==> src/rtl/amm2axi_pipe.sv <==
`default_nettype none
// ============================================================================
// Module   : amm2axi_pipe
// Brief    : Pipelined Avalon-MM slave to AXI4-Lite master bridge with
//            configurable outstanding reads/writes and response return.
// Revision : 1.0
// ============================================================================
module amm2axi_pipe #(
    parameter int P_ASIZE  = 32,
    parameter int P_DBYTES = 4,
    parameter int P_MAXRD  = 4,
    parameter int P_MAXWR  = 4
) (
    input  logic                  clk,
    input  logic                  reset,
    input  logic [P_ASIZE-1:0]    amm_address,
    input  logic [P_DBYTES*8-1:0] amm_writedata,
    input  logic [P_DBYTES-1:0]   amm_byteenable,
    input  logic                  amm_write,
    input  logic                  amm_read,
    output logic                  amm_waitrequest,
    output logic [P_DBYTES*8-1:0] amm_readdata,
    output logic                  amm_readdatavalid,
    output logic                  amm_writeresponsevalid,
    output logic [1:0]            amm_response,
    output logic [P_ASIZE-1:0]    axi_awaddr,
    output logic [2:0]            axi_awprot,
    output logic                  axi_awvalid,
    input  logic                  axi_awready,
    output logic [P_DBYTES*8-1:0] axi_wdata,
    output logic [P_DBYTES-1:0]   axi_wstrb,
    output logic                  axi_wvalid,
    input  logic                  axi_wready,
    input  logic [1:0]            axi_bresp,
    input  logic                  axi_bvalid,
    output logic                  axi_bready,
    output logic [P_ASIZE-1:0]    axi_araddr,
    output logic [2:0]            axi_arsize,
    output logic [2:0]            axi_arprot,
    output logic                  axi_arvalid,
    input  logic                  axi_arready,
    input  logic [P_DBYTES*8-1:0] axi_rdata,
    input  logic [1:0]            axi_rresp,
    input  logic                  axi_rvalid,
    output logic                  axi_rready
);

    localparam int              c_rcw    = $clog2(P_MAXRD + 1);
    localparam int              c_wcw    = $clog2(P_MAXWR + 1);
    localparam logic [c_rcw-1:0] c_maxrd = c_rcw'(P_MAXRD);
    localparam logic [c_wcw-1:0] c_maxwr = c_wcw'(P_MAXWR);
    localparam logic [2:0]      c_arsize = 3'($clog2(P_DBYTES));

    typedef enum logic [1:0] {
        S_IDLE = 2'd0,
        S_RD   = 2'd1,
        S_WR   = 2'd2
    } dir_t;

    dir_t                  r_dir;
    dir_t                  w_dir_nxt;
    logic [c_rcw-1:0]      r_rd_cnt, w_rd_cnt_nxt;
    logic [c_wcw-1:0]      r_wr_cnt, w_wr_cnt_nxt;

    logic                  r_arvalid, r_awvalid, r_wvalid;
    logic [P_ASIZE-1:0]    r_araddr, r_awaddr;
    logic [P_DBYTES*8-1:0] r_wdata, r_readdata;
    logic [P_DBYTES-1:0]   r_wstrb;
    logic                  r_rready, r_bready;
    logic                  r_rdv, r_wrv;
    logic [1:0]            r_response;

    logic w_rd_ok, w_wr_ok, w_rd_acc, w_wr_acc, w_r_hs, w_b_hs;

    // Opposite direction must be fully drained; this is what keeps AMM
    // responses in issue order across a direction change.
    assign w_rd_ok  = (r_dir != S_WR) && (r_rd_cnt < c_maxrd) && (!r_arvalid || axi_arready);
    assign w_wr_ok  = (r_dir != S_RD) && (r_wr_cnt < c_maxwr)
                   && (!r_awvalid || axi_awready) && (!r_wvalid || axi_wready);
    assign w_wr_acc = amm_write && w_wr_ok;
    assign w_rd_acc = amm_read && !amm_write && w_rd_ok;
    assign amm_waitrequest = amm_write ? !w_wr_ok : !w_rd_ok;

    // Beats arriving with nothing outstanding are dropped.
    assign w_r_hs = axi_rvalid && r_rready && (r_rd_cnt != '0);
    assign w_b_hs = axi_bvalid && r_bready && (r_wr_cnt != '0);

    always_comb begin
        w_rd_cnt_nxt = r_rd_cnt;
        w_wr_cnt_nxt = r_wr_cnt;
        if (w_rd_acc && !w_r_hs)
            w_rd_cnt_nxt = r_rd_cnt + c_rcw'(1);
        else if (!w_rd_acc && w_r_hs)
            w_rd_cnt_nxt = r_rd_cnt - c_rcw'(1);
        if (w_wr_acc && !w_b_hs)
            w_wr_cnt_nxt = r_wr_cnt + c_wcw'(1);
        else if (!w_wr_acc && w_b_hs)
            w_wr_cnt_nxt = r_wr_cnt - c_wcw'(1);
        w_dir_nxt = S_IDLE;
        if (w_wr_cnt_nxt != '0)
            w_dir_nxt = S_WR;
        else if (w_rd_cnt_nxt != '0)
            w_dir_nxt = S_RD;
    end

    always_ff @(posedge clk) begin
        if (!reset) begin
            r_dir      <= S_IDLE;
            r_rd_cnt   <= '0;
            r_wr_cnt   <= '0;
            r_arvalid  <= 1'b0;
            r_awvalid  <= 1'b0;
            r_wvalid   <= 1'b0;
            r_araddr   <= '0;
            r_awaddr   <= '0;
            r_wdata    <= '0;
            r_wstrb    <= '0;
            r_rready   <= 1'b0;
            r_bready   <= 1'b0;
            r_rdv      <= 1'b0;
            r_wrv      <= 1'b0;
            r_readdata <= '0;
            r_response <= 2'b00;
        end else begin
            r_rready <= 1'b1;
            r_bready <= 1'b1;
            r_dir    <= w_dir_nxt;
            r_rd_cnt <= w_rd_cnt_nxt;
            r_wr_cnt <= w_wr_cnt_nxt;

            if (w_rd_acc) begin
                r_arvalid <= 1'b1;
                r_araddr  <= amm_address;
            end else if (axi_arready) begin
                r_arvalid <= 1'b0;
            end

            // AW and W retire independently of each other.
            if (w_wr_acc) begin
                r_awvalid <= 1'b1;
                r_awaddr  <= amm_address;
                r_wvalid  <= 1'b1;
                r_wdata   <= amm_writedata;
                r_wstrb   <= amm_byteenable;
            end else begin
                if (axi_awready)
                    r_awvalid <= 1'b0;
                if (axi_wready)
                    r_wvalid <= 1'b0;
            end

            r_rdv <= w_r_hs;
            r_wrv <= w_b_hs;
            if (w_r_hs) begin
                r_readdata <= axi_rdata;
                r_response <= axi_rresp;
            end else if (w_b_hs) begin
                r_response <= axi_bresp;
            end
        end
    end

    assign amm_readdata           = r_readdata;
    assign amm_readdatavalid      = r_rdv;
    assign amm_writeresponsevalid = r_wrv;
    assign amm_response           = r_response;
    assign axi_awaddr             = r_awaddr;
    assign axi_awprot             = 3'b000;
    assign axi_awvalid            = r_awvalid;
    assign axi_wdata              = r_wdata;
    assign axi_wstrb              = r_wstrb;
    assign axi_wvalid             = r_wvalid;
    assign axi_bready             = r_bready;
    assign axi_araddr             = r_araddr;
    assign axi_arsize             = c_arsize;
    assign axi_arprot             = 3'b000;
    assign axi_arvalid            = r_arvalid;
    assign axi_rready             = r_rready;

endmodule
`default_nettype wire

==> config.mk <==
export PLATFORM = sky130hd
export DESIGN_NAME = amm2axi_pipe
export DESIGN_NICKNAME = d
export VERILOG_FILES = /design/src/rtl/amm2axi_pipe.sv
export SDC_FILE = /design/constraint.sdc
export NUM_CORES = 1
export LEC_CHECK = 0
export ABC_AREA = 1
export CAP_MARGIN = 40
export CORE_ASPECT_RATIO = 0.6
export CORE_MARGIN = 3
export CORE_UTILIZATION = 38
export CTS_BUF_LIST = sky130_fd_sc_hd__clkbuf_4
export CTS_CLUSTER_DIAMETER = 50
export DETAILED_ROUTE_END_ITERATION = 12
export PLACE_DENSITY = 0.83
export RECOVER_POWER = 25
export SETUP_SLACK_MARGIN = 0.1
export SYNTH_ARGS = -nofsm -noshare
export SYNTH_HDL_FRONTEND = slang
export SYNTH_SLANG_ARGS = --single-unit
export TNS_END_PERCENT = 5
==> constraint.sdc <==
create_clock -name clk -period 1.6 [get_ports clk]
set_input_delay 0.32 -clock clk [delete_from_list [all_inputs] [get_ports clk]]
set_output_delay 0.32 -clock clk [all_outputs]
set_load 0.02 [all_outputs]
==> results.toml, run 1 <==
[status]
outcome = "complete, but fails checks"
violations = "negative setup slack"

[power]
vdd_drop_max_mv = 0.688
leakagePower_nw = 3.67
power.density_nw_per_um2 = 1400

[placed_design]
place_congestion = 0.812
place_ws_ps = -570
dpl.hpwl_um = 12100
io_buffers = 254
place_inst = 1141

[cts]
numCtsBuffers = 17
cts_tree = "built"
clock-sinks = 148
clock_latency_ps = 520
clockBufferDepth = 2
root_buffer = "clkbuf_4"
htreeDepth = 4
path_clk_slew_ps = 140

[synthesis]
avgSynthCellArea_um2 = 7.73
ys_seq_elements = 148
ys.flop_type = "dfxtp_1"
synthArstFlopShare = 0
syn-instance-count = 705
yosys.area.top_type = "dfxtp_1"
synth_area_leaders = "dfxtp_1, nor2_1, o21ai_0"
syn_area_um2 = 5450
yosysSeqAreaShare = 0.544
synth_edf_count = 0
ys_types = 25
post-synth-top-count-cell = "nor2_1"
synth_commonest_cells = "nor2_1, dfxtp_1, o21ai_0"
ys_warn_count = 0
yosysTopAreaCellShare = 0.544

[floorplan]
die_w_um = 161
rows = 33
initial_core_util = 0.394
die-area_um2 = 15900
fp.coreArea_um2 = 13800
chipHeight_um = 98.8
ios = 264

[cells_and_area]
nNetsFinal = 1095
area_growth_syn_to_layout_pct = 49.9
layoutNonFillerInstCount = 1182
post_route_cells_drive_above_1_share = 0.261
nFillCells = 1319

[setup_path]
end_kind = "output port"
critPathMaxFanout = 2
critPathKind = "reg2out"
critPathLaunchType = "flop"
crit_arrival_ps = 1370
r2r_setup_slack_ps = -40
cp.required_ps = 1280

[global_route]
antenna_found_initial = 1
gr-usage-met3 = 0.0743
grt_overflow = 0
grt_pass1_vias = 5194
globalRouteMet1Util = 0.258
globalRouteMet2Util = 0.332
track_usage = 0.204
grt_max_degree = 69
busiest_layer = "met2"
grt_pass1_wl_um = 26100

[detailed_routing]
ant_nets = 0
drt-pass1-iter-count = 4
wl_per_cell_um = 14.3
remaining_drc_errors = 0
drt_wl_total_um = 16900
drt_iter0_markers = 232
routed_via_density = 4.70
num_vias = 5558

[timing]
fmax_mhz = 590
relSlewSlack = 0.0840
final_hold_viol_count = 0
fin_ws_ps = -94.7
worst_pin_slew_ps = 1370
hold_slack_ps = 377
finalClockSkew_ps = 30.0
min_period_ps = 1690
drv_slew = 0
fin_crit_sh = 1.06
setup_viol = 18
rsz0062_at_grt = "true"

[worst_hold_path]
min_path_type = "in2reg"

[job]
cap_violations = 0
## worst max-delay path: stages, from the launching register on
cell and delay (ps):
dfxtp_2 370, nand2_2 70, nand2_2 60, inv_2 50
nand2_4 60, inv_4 40, nor2_4 80, buf_6 120
## stage by stage
stage	power, mW	TNS, ps	cell area (um2)	util
finish	11.5	-466	8170	0.591
floorplan	7.39	0	5540	-
detailed placement	9.67	-46110	8380	0.606
global placement	9.57	-41980	8380	0.606
CTS	11.4	-305	8180	0.591
global route	12.2	-8680	8170	0.591
## flip-flops by register name (all words and copies together), names as in the netlist, 2 cells and up
signal and flops:
amm_readdata 32, axi_araddr 32, axi_awaddr 32, axi_wdata 32
axi_wstrb 4, r_rd_cnt 3, r_wr_cnt 3, amm_response 2
r_dir 2
## area by class of cell
class,instances,area [um2],area share
Sequential cell,148,2980,0.365
Multi-Input combinational cell,487,2360,0.289
Inverter,25,101,0.0124
Clock inverter,14,128,0.0156
Antenna cell,1,2.50,0.000306
Timing Repair Buffer,297,2220,0.272
Tap cell,192,240,0.0294
Clock buffer,18,135,0.0165
## routing by layer
| metal | vias up | part of all wire | wire length, um |
|---|---|---|---|
| met1 | 2562 | 0.44 | 7440 |
| met2 | 207 | 0.46 | 7840 |
| met4 | 0 | 0.010 | 176 |
| met3 | 19 | 0.087 | 1480 |
| li1 | 2770 | - | - |
| met5 | - | 0 | 0 |
## logic make-up (layout without fill, tap and decap cells)
logic type	after synthesis	after routing	synth area share
flops	148	148	0.544
compound gates	145	145	0.134
simple gates	327	327	0.242
buf+inv	77	354	0.0652
fa+ha+maj	6	6	0.0138
other cells	2	10	0.00138
## placed cells by master (no fill, tap or decap), drive strengths merged
cell type,netlist,routed
bufinv,0,1
dfxtp,148,148
a31oi,1,1
conb,2,9
ha,6,6
buf,25,153
clkdlybuf4s50,0,111
clkinv,0,4
nand4,3,3
inv,25,29
diode,0,1
a21oi,5,5
nand2,32,32
nand3,8,8
clkbuf,27,50
o21ai,138,138
nor2,282,282
clkdlybuf4s15,0,1
clkinvlp,0,5
o211ai,1,1
nand3b,2,2
## power breakdown
group / leakage, nW / internal [mW] / switching (mW)
clock network: 0.127 / 0.800 / 1.43
registers: 1.22 / 4.40 / 0.369
logic: 2.32 / 1.74 / 2.73
## what timing repair did
action / in CTS / in global routing
pin swaps: 4 / 53
endpoints found under the setup margin: 252 / 150
setup buffers: 0 / 7
gates cloned: 0 / 1
resized for setup: 551 / 95
hold buffers: 0 / 0
## path summary, 6_finish.rpt
check / cells past startpoint / start / to
setup / recovery: 7 / axi_awvalid$_SDFFE_PN0P_ / amm_waitrequest
hold / removal: 3 / axi_rresp[1] / amm_response[1]$_SDFFE_PN0P_
setup reg to reg: 12 / r_wr_cnt[1]$_SDFF_PN0_ / r_dir[0]$_SDFF_PP0_
hold reg to reg: 2 / amm_readdata[31]$_SDFFE_PN0P_ / amm_readdata[31]$_SDFFE_PN0P_
(Power assumes the default switching activity.)
==> run 2, diff against run 1 <==
--- a/config.mk
+++ b/config.mk
@@ -6,14 +6,14 @@
 export NUM_CORES = 1
 export LEC_CHECK = 0
 export ABC_AREA = 1
-export CAP_MARGIN = 40
 export CORE_ASPECT_RATIO = 0.6
 export CORE_MARGIN = 3
-export CORE_UTILIZATION = 38
+export CORE_UTILIZATION = 35
 export CTS_BUF_LIST = sky130_fd_sc_hd__clkbuf_4
 export CTS_CLUSTER_DIAMETER = 50
 export DETAILED_ROUTE_END_ITERATION = 12
-export PLACE_DENSITY = 0.83
+export GPL_TIMING_DRIVEN = 0
+export PLACE_DENSITY = 0.77
 export RECOVER_POWER = 25
 export SETUP_SLACK_MARGIN = 0.1
 export SYNTH_ARGS = -nofsm -noshare
==> results.toml, run 2 (synthesized netlist as in run 1, its figures left out) <==
[status]
outcome = "complete, but fails checks"
violations = "negative setup slack"

[placed_design]
io_buffers = 254
place_congestion = 0.801
postPlaceCellArea_um2 = 8330
dpl.hpwl_um = 13500
place_ws_ps = -1140

[cells_and_area]
stdcell_area_um2 = 8420
area_growth_syn_to_layout_pct = 54.5
final_common_cell = "nor2_1"
final_cell_mix = "nor2_1, dfxtp_1, clkdlybuf4s50_1"
utilization = 0.567
nNetsFinal = 1127
post_route_cells_drive_above_1_share = 0.253

[power]
finalPower_mw = 12.4
vdd_drop_max_mv = 0.577
power.density_nw_per_um2 = 1470
leakagePower_nw = 3.70

[global_route]
antenna_found_initial = 2
track_usage = 0.203
grt_pass1_wl_um = 27400
gr-usage-met3 = 0.0778
globalRouteMet1Util = 0.261
grt_max_degree = 17
grt_pass1_vias = 5096
busiest_layer = "met2"
globalRouteMet2Util = 0.329
grt_overflow = 0

[floorplan]
rows = 34
initial_core_util = 0.367
die-area_um2 = 17200
die_w_um = 167
chipHeight_um = 103
fp.coreArea_um2 = 14800
ios = 264

[timing]
setup_viol = 31
fin_tns_setup_ps = -2670
fmax_mhz = 514
drv_slew = 0
worst_pin_slew_ps = 528
relSlewSlack = 0.648
fin_ws_ps = -345
min_period_ps = 1940
fin_crit_sh = 1.22
final_hold_viol_count = 0
finalClockSkew_ps = 20.2
rsz0062_at_grt = "true"

[detailed_routing]
num_vias = 5603
drt_iter0_markers = 348
wl_per_cell_um = 15.4
drt-pass1-iter-count = 4
remaining_drc_errors = 0
routed_via_density = 4.60
drt_wl_total_um = 18800
ant_nets = 0

[setup_path]
critPathMaxFanout = 4
critPathLaunchType = "input port"
r2r_start = "r_rd_cnt[2]$_SDFF_PN0_"
end_kind = "output port"
cp-startpoint = "amm_write"
crit_arrival_ps = 1620
critPathKind = "in2out"
cp.required_ps = 1280

[cts]
clock-sinks = 148
clock_latency_ps = 520
cts_tree = "built"
numCtsBuffers = 17
clockBufferDepth = 2
path_clk_slew_ps = 130
root_buffer = "clkbuf_4"
htreeDepth = 4

[worst_hold_path]
worstHoldStart = "axi_rresp[1]"
min_path_type = "in2reg"

[job]
cap_violations = 0
run 2: cell types whose count changed in the layout (fill, tap and decap cells not counted), sizes merged:
cell         previous run  this run
inv                    29        25
bufinv                  1         6
clkbuf                 50        94
dlygate4sd3             0         1
buf                   153       140
clkinvlp                5         2
run 2: final timing paths:
check	endpoint	slack, ps	depth (start not counted)
setup / recovery	amm_waitrequest	-340	8
hold / removal	amm_response[1]$_SDFFE_PN0P_	350	3
hold reg to reg	axi_wdata[11]$_SDFFE_PN0P_	490	2
setup reg to reg	r_dir[0]$_SDFF_PP0_	-190	11
run 2: stage by stage:
stage                     hold slack [ps]  std cells
after global routing                  311       1218
after global placement                461       1164
after detailed placement              469       1164
final                                 346       1218
after CTS                             296       1201
after floorplan                       348        712
run 2: critical path, cell delays in order:
cell and delay (ps):
clkdlybuf4s50_1 590, nand2_2 100, nor2_4 180, nand2_8 90, clkinv_8 70, buf_8 100, nor2_4 30, buf_6 130
run 2: repair_timing:
item	in CTS	in global routing
hold buffers	0	0
pin swaps	2	25
resized for setup	552	193
setup endpoints to repair	228	203
setup buffers	7	18
run 2: metal layers:
layer  wire length (um)  part of all wire
met3               1560             0.083
met2               8540              0.46
met1               8450              0.45
met4                186            0.0099
met5                 13           0.00069
run 2: final cells by class:
cell class | count | area (um2)
Clock buffer | 18 | 135
Clock inverter | 12 | 230
Tap cell | 198 | 248
Inverter | 25 | 129
Buffer | 51 | 330
Antenna cell | 1 | 2.50
Fill cell | 1482 | 6420
Timing Repair Buffer | 278 | 1970
Sequential cell | 148 | 2980
Multi-Input combinational cell | 487 | 2390
run 2: power breakdown:
| group | internal, mW | switching [mW] | total [mW] |
|---|---|---|---|
| Sequential | 4.41 | 0.359 | 4.77 |
| Combinational | 1.75 | 2.88 | 4.63 |
| Clock | 1.57 | 1.39 | 2.96 |
| Total | 7.72 | 4.63 | 12.4 |
==> variant 1, RTL diff (settings of run 1) <==
Set the parameter `P_MAXRD` to 2 (it was 4).
--- a/src/rtl/amm2axi_pipe.sv
+++ b/src/rtl/amm2axi_pipe.sv
@@ -8,7 +8,7 @@
 module amm2axi_pipe #(
     parameter int P_ASIZE  = 32,
     parameter int P_DBYTES = 4,
-    parameter int P_MAXRD  = 4,
+    parameter int P_MAXRD  = 2,
     parameter int P_MAXWR  = 4
 ) (
     input  logic                  clk,
Function: changed (Yosys sat finds a counterexample within 4 cycles, from zero or initial values and one cycle with reset low).
==> variant 1 against run 1 <==
The run still ends with setup timing left. Routed wire length rose by 6.1%. Sequential power down 2%. Final area up 4.1%. Utilization up 2.6 points. Worst setup slack got worse by 0.040 ns. First-iteration DRC count is 55% higher. Synthesized area is 0.83% lower. Sequential cell count is 1 lower. Combinational power shrank 1%. Total power up 1.1%. Highest routed layer unchanged.
==> variant 1: results (changes against run 1) <==
Setup violations, final=26 (was 18); end of the worst register-to-register path=axi_wdata[4]$_SDFFE_PN0P_ (was r_dir[0]$_SDFF_PP0_); reg2reg setup slack=-0.11 ns (was -0.04 ns); initial antenna violation count=0 (was 1); Synth cell types=23 (was 25); post-place setup slack=-0.674 ns (was -0.570 ns); via count=5,615 (was 5,558); Register-to-Register Path Depth=8 (was 12); clk root buf=clkbuf_4 (unchanged); ys async rst share=0 (unchanged); Area after DPL=8290 um2 (was 8380 um2); final WL=18,000 um (was 16,900 um); CP max FO=4 (was 2); Post-Synth XOR/XNOR Area=0 (unchanged); top post-synthesis cells by area=dfxtp_1, nor2_1, o21ai_0 (unchanged); mux cell area share after synthesis=0 (unchanged); Min-Delay Path Class=in2reg (unchanged); Adder-Cell Fraction of Synth Area=0.00926 (was 0.0138); CP arrival=1.42 ns (was 1.37 ns); clk_lat worst skew=0.52 ns (about the same); fillcell total=1,251 (was 1,319); Final WS setup=-0.135 ns (was -0.0947 ns); hpwl dp=12,100 um (about the same); setup TNS=-0.847 ns (was -0.466 ns); hold_ws=0.400 ns (was 0.377 ns); VDD IR max=0.000676 V (was 0.000688 V); violated checks=setup timing (unchanged); outcome=finished, violations left (unchanged); Hold Startpoint=axi_rdata[21] (was axi_rresp[1]); htree depth=4 (unchanged); vias in the first global route=5,276 (was 5,194); pin count of the biggest net entering global routing=56 (was 69); R2R Path Start=r_wr_cnt[2]$_SDFF_PN0_ (was r_wr_cnt[1]$_SDFF_PN0_); CTS buffer count=17 (unchanged); count of nets after finishing=1,092 (was 1,095); hold depth=3 (unchanged); 1st-iter DRT viols=359 (was 232); GPL Wtd Cong=0.823 (was 0.812); port bufs=254 (unchanged); Synth Area in Compound Gates=0.131 (was 0.134); Synth Flop Type=dfxtp_1 (unchanged); DRT Pass-1 Iters=6 (was 4); Power Dens Cells=1360 nW/um2 (was 1400 nW/um2); Leakage=3.89 nW (was 3.67 nW); mean post-synth cell area=7.70 um2 (was 7.73 um2); Post-synth top cells=nor2_1, dfxtp_1, o21ai_0 (unchanged); Seq/Total Area, Yosys=0.544 (about the same); Reg clk slew, reported paths=~0.13 ns; clock skew=0.0187 ns (was 0.0300 ns); worst hold endpoint=amm_readdata[21]$_SDFFE_PN0P_ (was amm_response[1]$_SDFFE_PN0P_); Via density=4.76 (was 4.70); antenna cells=0 (was 1); global-route wire length before repair=26,500 um (was 26,100 um); layout cells sized above 1=0.322 (was 0.261); total track usage=0.208 (was 0.204)
variant 1: changes by cell type after synthesis, moves of 3 or more:
| cell | before | now |
|---|---|---|
| o21ai_1 | 0 | 10 |
| nor2_1 | 277 | 273 |
| o21ai_0 | 138 | 129 |
| inv_1 | 20 | 24 |
| buf_4 | 10 | 13 |
| nand3_1 | 7 | 10 |
variant 1: repair_timing:
item	in CTS	in global routing
resized for setup	539	216
gates cloned	0	5
pin swaps	10	55
hold buffers	0	1
buffers inserted	2	6
setup endpoints to repair	206	137
endpoints found under the hold margin	0	1
variant 1: worst max-delay path by stage:
stage | slack [ns] | to | cells past startpoint | from
4_1_cts | -0.13 | amm_waitrequest | 5 | axi_awvalid$_SDFFE_PN0P_
5_1_grt | -0.22 | amm_waitrequest | 5 | r_rd_cnt[1]$_SDFF_PN0_
6_report | -0.14 | amm_waitrequest | 6 | amm_write
3_5_place_dp | -0.67 | axi_awaddr[3]$_SDFFE_PN0P_ | 9 | axi_awready
3_3_place_gp | -0.65 | amm_waitrequest | 6 | amm_write
2_1_floorplan | 0.11 | r_dir[1]$_SDFF_PN0_ | 13 | r_wr_cnt[0]$_SDFF_PN0_
variant 1: critical path, cell delays in order:
cell and delay [ns]:
clkdlybuf4s50_1 0.52, nor2_4 0.17, nand2_2 0.07, nor2_4 0.15
nor2_4 0.06, buf_6 0.13
variant 1: report_power, final:
| group | internal (mW) | total (mW) | switching (mW) | leakage [nW] |
|---|---|---|---|---|
| Clock | 1.13 | 2.53 | 1.41 | 0.164 |
| Combinational | 1.78 | 4.40 | 2.62 | 2.51 |
| Sequential | 4.31 | 4.66 | 0.345 | 1.21 |
| Total | 7.22 | 11.6 | 4.37 | 3.89 |
variant 1: area by class of cell:
type / instances / share of cell area
clock buffer: 18 / 0.0159
clock inverter: 14 / 0.0206
inverter: 30 / 0.0144
multi-input combinational: 480 / 0.289
sequential: 147 / 0.349
tap: 192 / 0.0282
timing repair buffer: 299 / 0.284
variant 1: kinds of logic after synthesis:
| family | count (synthesis) |
|---|---|
| adder cells (fa/ha/maj) | 4 |
| AND/OR/NAND/NOR | 325 |
| AO/OA/AOI/OAI | 142 |
| buffers and inverters | 82 |
| flip-flops | 147 |
| other | 2 |
variant 1: routing by layer:
metal	wire length [um]	vias up	GRT usage
met3	1490	27	0.0670
met4	224	0	0.0627
met1	7990	2606	0.267
met2	8270	209	0.337
li1	-	2773	-
met5	0	-	0
==> variant 2, RTL diff (flow settings as in run 1) <==
Made on the original files. Encoding of `dir_t`: now one-hot (3 bits for 3 values).
--- a/src/rtl/amm2axi_pipe.sv
+++ b/src/rtl/amm2axi_pipe.sv
@@ -51,10 +51,10 @@
     localparam logic [c_wcw-1:0] c_maxwr = c_wcw'(P_MAXWR);
     localparam logic [2:0]      c_arsize = 3'($clog2(P_DBYTES));
 
-    typedef enum logic [1:0] {
-        S_IDLE = 2'd0,
-        S_RD   = 2'd1,
-        S_WR   = 2'd2
+    typedef enum logic [2:0] {
+        S_IDLE = 3'b001,
+        S_RD   = 3'b010,
+        S_WR   = 3'b100
     } dir_t;
 
     dir_t                  r_dir;
Function: no difference found for any inputs over 10 cycles, from zero or initial values and one cycle with reset low; not proved beyond that.
==> variant 2 against run 1 <==
The run still ends with setup timing left. Synthesized cell count is 3.3% higher. Sequential cell count rose by 1. Highest routed layer unchanged. Non-clock buffer count fell by 4. Largest cell class unchanged. Final area grew 2.7%. Final cell count is 0.51% higher. Worst setup slack got worse by 0.058 ns. Critical path depth did not move. Fmax down 3.3%. Routed wire length increased by 9.7%. Synthesized area rose by 4.1%. Total power increased by 2.0%. Combinational power fell by 0.9%.
==> variant 2: results (changes against run 1) <==
outcome=finished, violations left (unchanged); violated checks=setup timing (unchanged); antenna cells=0 (was 1); worst hold endpoint=amm_response[0]$_SDFFE_PN0P_ (was amm_response[1]$_SDFFE_PN0P_); top post-synthesis cells by area=dfxtp_1, nand3_1, a21oi_1 (was dfxtp_1, nor2_1, o21ai_0); Setup violations, final=2 (was 18); initial antenna violation count=0 (was 1); wire per inst=15.6 um (was 14.3 um); Final WS setup=-0.153 ns (was -0.0947 ns); Hold Startpoint=axi_rresp[0] (was axi_rresp[1]); vias in the first global route=5,289 (was 5,194); post_cts resized=523 (was 551); clock skew=0.0206 ns (was 0.0300 ns); switching share of total power=0.372 (was 0.395); fillcell total=1,317 (was 1,319); count of nets after finishing=1,103 (was 1,095); Seq/Total Area, Yosys=0.526 (was 0.544); VDD IR max=0.000587 V (was 0.000688 V); pin count of the biggest net entering global routing=71 (was 69); mean post-synth cell area=7.79 um2 (was 7.73 um2); 1st-iter DRT viols=442 (was 232); layout cells sized above 1=0.273 (was 0.261); comb pwr=4.42 mW (was 4.46 mW); total track usage=0.214 (was 0.204); crit-path max cell delay=0.35 ns (was 0.37 ns); Post-synth top cells=dfxtp_1, nand2_1, nand3_1 (was nor2_1, dfxtp_1, o21ai_0); end of the worst register-to-register path=r_dir[1]$_SDFF_PP0_ (was r_dir[0]$_SDFF_PP0_); hold_ws=0.361 ns (was 0.377 ns); Clk network pwr share=0.227 (was 0.194); hpwl dp=12,800 um (was 12,100 um); post-CTS setup buffer count=2 (was 0)
## variant 2: through the flow
stage	util	setup WS [ns]
after global placement	0.605	-0.518
final	0.594	-0.153
after CTS	0.613	-0.192
after floorplan	-	-0.00238
after detailed placement	0.605	-0.543
after global routing	0.594	-0.273
## variant 2: worst max path at each step
stage                     slack, ns              startpoint  depth (start not counted)                   to
after floorplan              -0.002  r_rd_cnt[1]$_SDFF_PN0_                         13  r_dir[1]$_SDFF_PP0_
after global placement        -0.52             axi_awready                          7      amm_waitrequest
after detailed placement      -0.54               amm_write                          7      amm_waitrequest
after CTS                     -0.19  r_wr_cnt[2]$_SDFF_PN0_                          7      amm_waitrequest
after global routing          -0.27  r_wr_cnt[2]$_SDFF_PN0_                          7      amm_waitrequest
final                         -0.15  r_wr_cnt[2]$_SDFF_PN0_                          7      amm_waitrequest
## variant 2: final cells by class
cell class              count  share of cell area
well taps                 192              0.0286
inverters                  28              0.0133
clock inverters            12              0.0213
multi-input cells         495               0.295
flip-flops and latches    149               0.357
repair buffers            293               0.268
clock buffers              19              0.0170
## variant 2: kinds of logic after synthesis
kind of cell | Yosys count | synth area share
AND/OR/NAND/NOR | 334 | 0.257
flip-flops | 149 | 0.526
AO/OA/AOI/OAI | 145 | 0.128
buffers and inverters | 91 | 0.0726
adder cells (fa/ha/maj) | 6 | 0.0132
other | 2 | 0.00132
XOR/XNOR | 1 | 0.00154
## variant 2: per-layer routing
layer | wire length (um) | track usage | part of all wire
met5 | 0 | 0 | 0
met4 | 200 | 0.0598 | 0.011
met3 | 1750 | 0.0710 | 0.094
met2 | 8380 | 0.334 | 0.45
met1 | 8250 | 0.284 | 0.44
